$ cat src/rtl/program_sequencer_if.sv
`default_nettype none
// ============================================================================
// Module   : program_sequencer_if
// Brief    : Instruction-memory and control-unit handshake bundle of the
//            program sequencer.
// Revision : 1.0 - initial release
// ============================================================================
interface program_sequencer_if #(
    parameter int ADDR_W = 8
);
    logic [ADDR_W-1:0] imem_addr;
    logic              imem_rd;
    logic [15:0]       imem_data;
    logic [15:0]       instr;
    logic              run;
    logic              cu_done;

    modport master (
        output imem_addr,
        output imem_rd,
        output instr,
        output run,
        input  imem_data,
        input  cu_done
    );

    modport slave (
        input  imem_addr,
        input  imem_rd,
        input  instr,
        input  run,
        output imem_data,
        output cu_done
    );
endinterface
`default_nettype wire

$ cat src/rtl/program_sequencer.sv
`default_nettype none
// ============================================================================
// Module   : program_sequencer
// Brief    : Fetches instructions, dispatches ALU/immediate words to the control
//            unit, executes JUMP/HALT locally, with a done-timeout watchdog.
// Revision : 1.0 - initial release
// ============================================================================
module program_sequencer #(
    parameter int ADDR_W       = 8,
    parameter int DONE_TIMEOUT = 8
) (
    input  wire                 clk,
    input  wire                 reset,
    input  wire                 start,
    input  wire                 halt_req,
    program_sequencer_if.master bus,
    output logic [ADDR_W-1:0]   pc,
    output logic [15:0]         instr_count,
    output logic                busy,
    output logic                halted,
    output logic                err
);
    localparam int                 c_TMO_W    = (DONE_TIMEOUT < 2) ? 1 : $clog2(DONE_TIMEOUT);
    localparam logic [c_TMO_W-1:0] c_TMO_LAST = c_TMO_W'(DONE_TIMEOUT - 1);
    localparam logic [1:0]         c_OP_JUMP  = 2'b10;
    localparam logic [1:0]         c_OP_HALT  = 2'b11;

    typedef enum logic [2:0] {
        c_ST_IDLE   = 3'd0,
        c_ST_FETCH  = 3'd1,
        c_ST_LOAD   = 3'd2,
        c_ST_EXEC   = 3'd3,
        c_ST_HALTED = 3'd4
    } state_t;

    state_t              r_state;
    state_t              w_state_next;
    logic [ADDR_W-1:0]   r_pc;
    logic [15:0]         r_instr;
    logic [15:0]         r_count;
    logic                r_err;
    logic                r_halt_pend;
    logic [c_TMO_W-1:0]  r_tmo;

    logic                w_busy;
    logic                w_halt_now;
    logic                w_start_ok;
    logic                w_jump;
    logic                w_retire;
    logic                w_timeout;
    logic [ADDR_W-1:0]   w_jump_target;

    assign w_busy        = (r_state == c_ST_FETCH) || (r_state == c_ST_LOAD) || (r_state == c_ST_EXEC);
    // A request raised in the exit cycle itself is honoured at that exit.
    assign w_halt_now    = r_halt_pend || halt_req;
    assign w_jump_target = ADDR_W'(bus.imem_data[12:5]);

    always_ff @(posedge clk) begin
        if (reset) begin
            r_state <= c_ST_IDLE;
        end else begin
            r_state <= w_state_next;
        end
    end

    always_comb begin
        w_state_next = r_state;
        w_start_ok   = 1'b0;
        w_jump       = 1'b0;
        w_retire     = 1'b0;
        w_timeout    = 1'b0;
        case (r_state)
            c_ST_IDLE, c_ST_HALTED: begin
                if (start) begin
                    w_start_ok   = 1'b1;
                    w_state_next = c_ST_FETCH;
                end
            end
            c_ST_FETCH: begin
                w_state_next = c_ST_LOAD;
            end
            c_ST_LOAD: begin
                // Decode the word arriving from memory, not the stale instr register.
                case (bus.imem_data[1:0])
                    c_OP_HALT: begin
                        w_state_next = c_ST_HALTED;
                    end
                    c_OP_JUMP: begin
                        w_jump       = 1'b1;
                        w_state_next = w_halt_now ? c_ST_HALTED : c_ST_FETCH;
                    end
                    default: begin
                        w_state_next = c_ST_EXEC;
                    end
                endcase
            end
            c_ST_EXEC: begin
                if (bus.cu_done) begin
                    w_retire     = 1'b1;
                    w_state_next = w_halt_now ? c_ST_HALTED : c_ST_FETCH;
                end else if (r_tmo == c_TMO_LAST) begin
                    w_timeout    = 1'b1;
                    w_state_next = c_ST_HALTED;
                end
            end
            default: begin
                w_state_next = c_ST_IDLE;
            end
        endcase
    end

    always_ff @(posedge clk) begin
        if (reset) begin
            r_pc        <= '0;
            r_instr     <= '0;
            r_count     <= '0;
            r_err       <= 1'b0;
            r_halt_pend <= 1'b0;
            r_tmo       <= '0;
        end else begin
            if (w_start_ok) begin
                r_pc        <= '0;
                r_count     <= '0;
                r_err       <= 1'b0;
                r_halt_pend <= 1'b0;
            end else if (w_busy && halt_req) begin
                r_halt_pend <= 1'b1;
            end

            if (r_state == c_ST_LOAD) begin
                r_instr <= bus.imem_data;
                r_tmo   <= '0;
            end

            if (r_state == c_ST_EXEC && !bus.cu_done) begin
                r_tmo <= r_tmo + 1'b1;
            end

            if (w_jump) begin
                r_pc <= w_jump_target;
            end

            if (w_retire) begin
                r_pc <= r_pc + 1'b1;
                if (r_count != 16'hFFFF) begin
                    r_count <= r_count + 16'd1;
                end
            end

            if (w_timeout) begin
                r_err <= 1'b1;
            end
        end
    end

    assign bus.imem_addr = r_pc;
    assign bus.imem_rd   = (r_state == c_ST_FETCH);
    assign bus.instr     = r_instr;
    assign bus.run       = (r_state == c_ST_EXEC);

    assign pc          = r_pc;
    assign instr_count = r_count;
    assign busy        = w_busy;
    assign halted      = (r_state == c_ST_HALTED);
    assign err         = r_err;
endmodule
`default_nettype wire

$ cat src/flat_wrapper.sv
// flat-port wrapper written by rule: the top's interface ports become plain ports
module program_sequencer_flat 
#(
    parameter int ADDR_W       = 8,
    parameter int DONE_TIMEOUT = 8
)
  (clk, reset, start, halt_req, pc, instr_count, busy, halted, err, bus_imem_addr, bus_imem_rd, bus_instr, bus_run, bus_imem_data, bus_cu_done);
  program_sequencer_if #(.ADDR_W(ADDR_W)) bus_i ();
  input  wire clk;
  input  wire reset;
  input  wire start;
  input  wire halt_req;
  output logic [ADDR_W-1:0] pc;
  output logic [15:0] instr_count;
  output logic busy;
  output logic halted;
  output logic err;
  output wire logic [$bits(bus_i.imem_addr)-1:0] bus_imem_addr;
  output wire logic [$bits(bus_i.imem_rd)-1:0] bus_imem_rd;
  output wire logic [$bits(bus_i.instr)-1:0] bus_instr;
  output wire logic [$bits(bus_i.run)-1:0] bus_run;
  input wire logic [$bits(bus_i.imem_data)-1:0] bus_imem_data;
  input wire logic [$bits(bus_i.cu_done)-1:0] bus_cu_done;
  assign bus_imem_addr = bus_i.imem_addr;
  assign bus_imem_rd = bus_i.imem_rd;
  assign bus_instr = bus_i.instr;
  assign bus_run = bus_i.run;
  assign bus_i.imem_data = bus_imem_data;
  assign bus_i.cu_done = bus_cu_done;
  program_sequencer #(.ADDR_W(ADDR_W), .DONE_TIMEOUT(DONE_TIMEOUT)) u_core (.clk(clk), .reset(reset), .start(start), .halt_req(halt_req), .bus(bus_i), .pc(pc), .instr_count(instr_count), .busy(busy), .halted(halted), .err(err));
endmodule
$ cat config.mk
export PLATFORM = sky130hd
export DESIGN_NAME = program_sequencer_flat
export DESIGN_NICKNAME = d
export VERILOG_FILES = /design/src/rtl/program_sequencer_if.sv /design/src/rtl/program_sequencer.sv /design/src/flat_wrapper.sv
export SDC_FILE = /design/constraint.sdc
export NUM_CORES = 1
export LEC_CHECK = 0
export BUFFER_PORTS_ARGS = -buffer_cell sky130_fd_sc_hd__buf_4
export CORE_UTILIZATION = 35
export DETAILED_ROUTE_END_ITERATION = 16
export HOLD_SLACK_MARGIN = 0.08
export PLACE_DENSITY = 0.55
export SYNTH_ARGS = -nofsm -noshare
export SYNTH_HDL_FRONTEND = slang
export SYNTH_SLANG_ARGS = --single-unit
$ cat constraint.sdc
create_clock -name clk -period 3.56 [get_ports clk]
set_input_delay 0.356 -clock clk [delete_from_list [all_inputs] [get_ports clk]]
set_output_delay 0.356 -clock clk [all_outputs]
set_load 0.01 [all_outputs]
==> run metrics <==
Worst setup EP type register; Slew Limit Fails 0; DR vias ~2.5k; Post-synth EDFFs 0; via density per instance roughly 5.4; area of placed instances 2990 um^2; area leader, netlist dfxtp_1; Post-synth ARST share 0; CTS tree built; Die Wd 85.9 um; Min Hold Slack roughly 0.24 ns; # setup viols final 0; Sum Neg Setup Slack 0 ns; Die Area 7370 um^2; WP data required approximately 3.7 ns; largest family of logic cells by synthesized area simple AND/OR/NAND/NOR gates; main flop type after synthesis dfxtp_1; Clock Pin Slew Worst Setup and Hold Paths about 0.09 ns; Synth area leaders dfxtp_1 (39%), a21oi_1 (7.5%), nand2_1 (6.4%), o211ai_1 (4.3%), nand3_1 (3.5%); Compound-Gate Fraction of Synth Area 0.229; ratio of cells with drive above 1 in the final layout 0.250; f_max between 400 and 500 MHz; count of state elements after synthesis 48; IO buf count 73; Initial Utilization 0.362; drt first-iter violations 149; Detail Route Antenna Nets 0; Crit Path Max Fanout 13; fin util 0.455; Yosys cell types 45; Adder-Cell Fraction of Synth Area 0.0203; post-synthesis mux area share 0; Mean Syn Cell Area 8.18 um^2; final worst slack 1.46 ns; Hold Crit Class primary input to register; final worst path period share 0.591; Tmin final 2.10 ns; crit path kind register to register; Rows 30; Max H-tree Level 2; Place WS 1.45 ns; nets 380; Yosys top cell area share 0.390; pin count of the biggest net entering global routing 50; final clock skew ~0.010 ns; FILL cells between 700 and 800; worst rel slew slack 0.386; CP max stage delay ~0.53 ns; CORE AREA 6790 um^2; Startpoint Class register; Synth Cell Area between 2000 and 2500 um^2; cts hold-fix bufs 0; Pleak approximately 0.0011 uW; Worst Tran Pin Value a little over 0.9 ns; grt ovf 0; RD Place Congestion 0.804; pwr/cell area 341 nW/um^2; clock buffer depth 2; antenna violations before repair 0; Syn. warnings 0; P&R area growth vs syn 25.5%; routed wire length approximately 6800 um; ant diodes 0; buffer count from post-CTS setup fixing 0; Final Hold Viols 0; first-pass GRT wire length 11100 um; Max-cap violations 0; Seq/Total Area, Yosys 0.390; overall routing resource usage 0.187; final instance area 3090 um^2; Clk Latency, worst-skew pair 0.31 ns; unrepaired setup endpoints after global routing no; status finished clean; CP max-delay cell nand4_1; Post-CTS Resized 0; vias in the first global route 2200; Inserted Clock Buffers 5; chip height about 86 um; top-count cell post-synth dfxtp_1; Post-synth top cells dfxtp_1 (48), nand2_1 (42), a21oi_1 (37); clk sink count between 40 and 50; CP arrival ~2.3 ns; Post-Synth Simple-Gate Area 0.280; DRC 0; I/O Pins 74; Peak VDD IR 0.145 mV; Detailed Place HPWL around 4300 um; Syn Nets 326; clk root buf clkbuf_8; DRT Pass-1 Iters 4; xor-xnor portion of the synthesized cell area 0.0107; drt wl/cell 14.9 um; Cells after Synth roughly 300; critical-path cell list ha_1, and3_1, nand4_1, a22oi_1, a2111oi_0
-- cell families (layout without fill, tap and decap cells) --
logic type	Yosys count	in the layout
AND/OR/NAND/NOR	124	124
AO/OA/AOI/OAI	90	90
flip-flops	48	48
buffers and inverters	32	87
adder cells (fa/ha/maj)	4	4
XOR/XNOR	3	3
-- cells in the final DEF, fill, tap and decap left out, drive strengths merged, types with 3 or more instances in the layout --
master and n:
nor2 7, a311oi 3, o211ai 14, buf 76, or4 6, nor3 4
a21oi 37, and2 3, and3 4, nor3b 4, nand3 17, nor4 3
dfxtp 48, ha 4, a31oi 12, and4 6, o21ai 6, or3 4
xnor2 3, inv 3, a22oi 5, nand4 9, nand4b 5, a211oi 3
nor2b 4, clkbuf 6, nand2 42
-- sequential cells by signal (all words and copies together), names as in the netlist --
signal	count
u_core.r_state	3
u_core.r_tmo	3
u_core.bus.imem_addr	8
u_core.err	1
u_core.r_halt_pend	1
u_core.bus.instr	16
u_core.instr_count	16
-- worst paths after layout --
path                            endpoint  depth (start not counted)  slack, ns             startpoint
setup / recovery  u_core.instr_count[15]                          5       1.46  u_core.instr_count[0]
setup reg to reg  u_core.instr_count[15]                          5       1.46  u_core.instr_count[0]
hold reg to reg     u_core.bus.instr[11]                          2       0.46   u_core.bus.instr[11]
hold / removal        u_core.r_halt_pend                          2       0.24                  start
-- cell type report --
cell class	count	area, um^2	area share
tap	96	120	0.0389
inverter	3	11.3	0.00364
multi-input combinational	221	1330	0.430
sequential	48	961	0.311
clock buffer	6	82.6	0.0267
timing repair buffer	76	571	0.185
clock inverter	2	15.0	0.00486
-- power by group --
group	total, uW	switching, uW	internal (uW)
clock network	359	201	158
registers	564	13.3	551
logic	130	75.3	54.6
total	1050	289	763
-- per-stage QoR --
step	cells	power, uW
2_1_floorplan	301	647
3_3_place_gp	444	707
3_5_place_dp	444	708
4_1_cts	452	1060
5_1_grt	452	1090
6_report	452	1050
-- layer usage --
layer,GRT usage,part of all wire,vias up
li1,-,-,1233
met1,0.271,0.51,1154
met2,0.281,0.45,60
met3,0.0269,0.033,4
met4,0.0667,0.0077,0
met5,0,0,-
-- worst max-delay path: cells and delay by family (launching register included) --
family | cells | cell delay [ns]
AOI/OAI and AO/OA | 2 | 0.45
adders and majority gates | 1 | 0.23
and+or+nand+nor | 2 | 0.81
DFF | 1 | 0.46
Power figures use the tool's default switching activity.
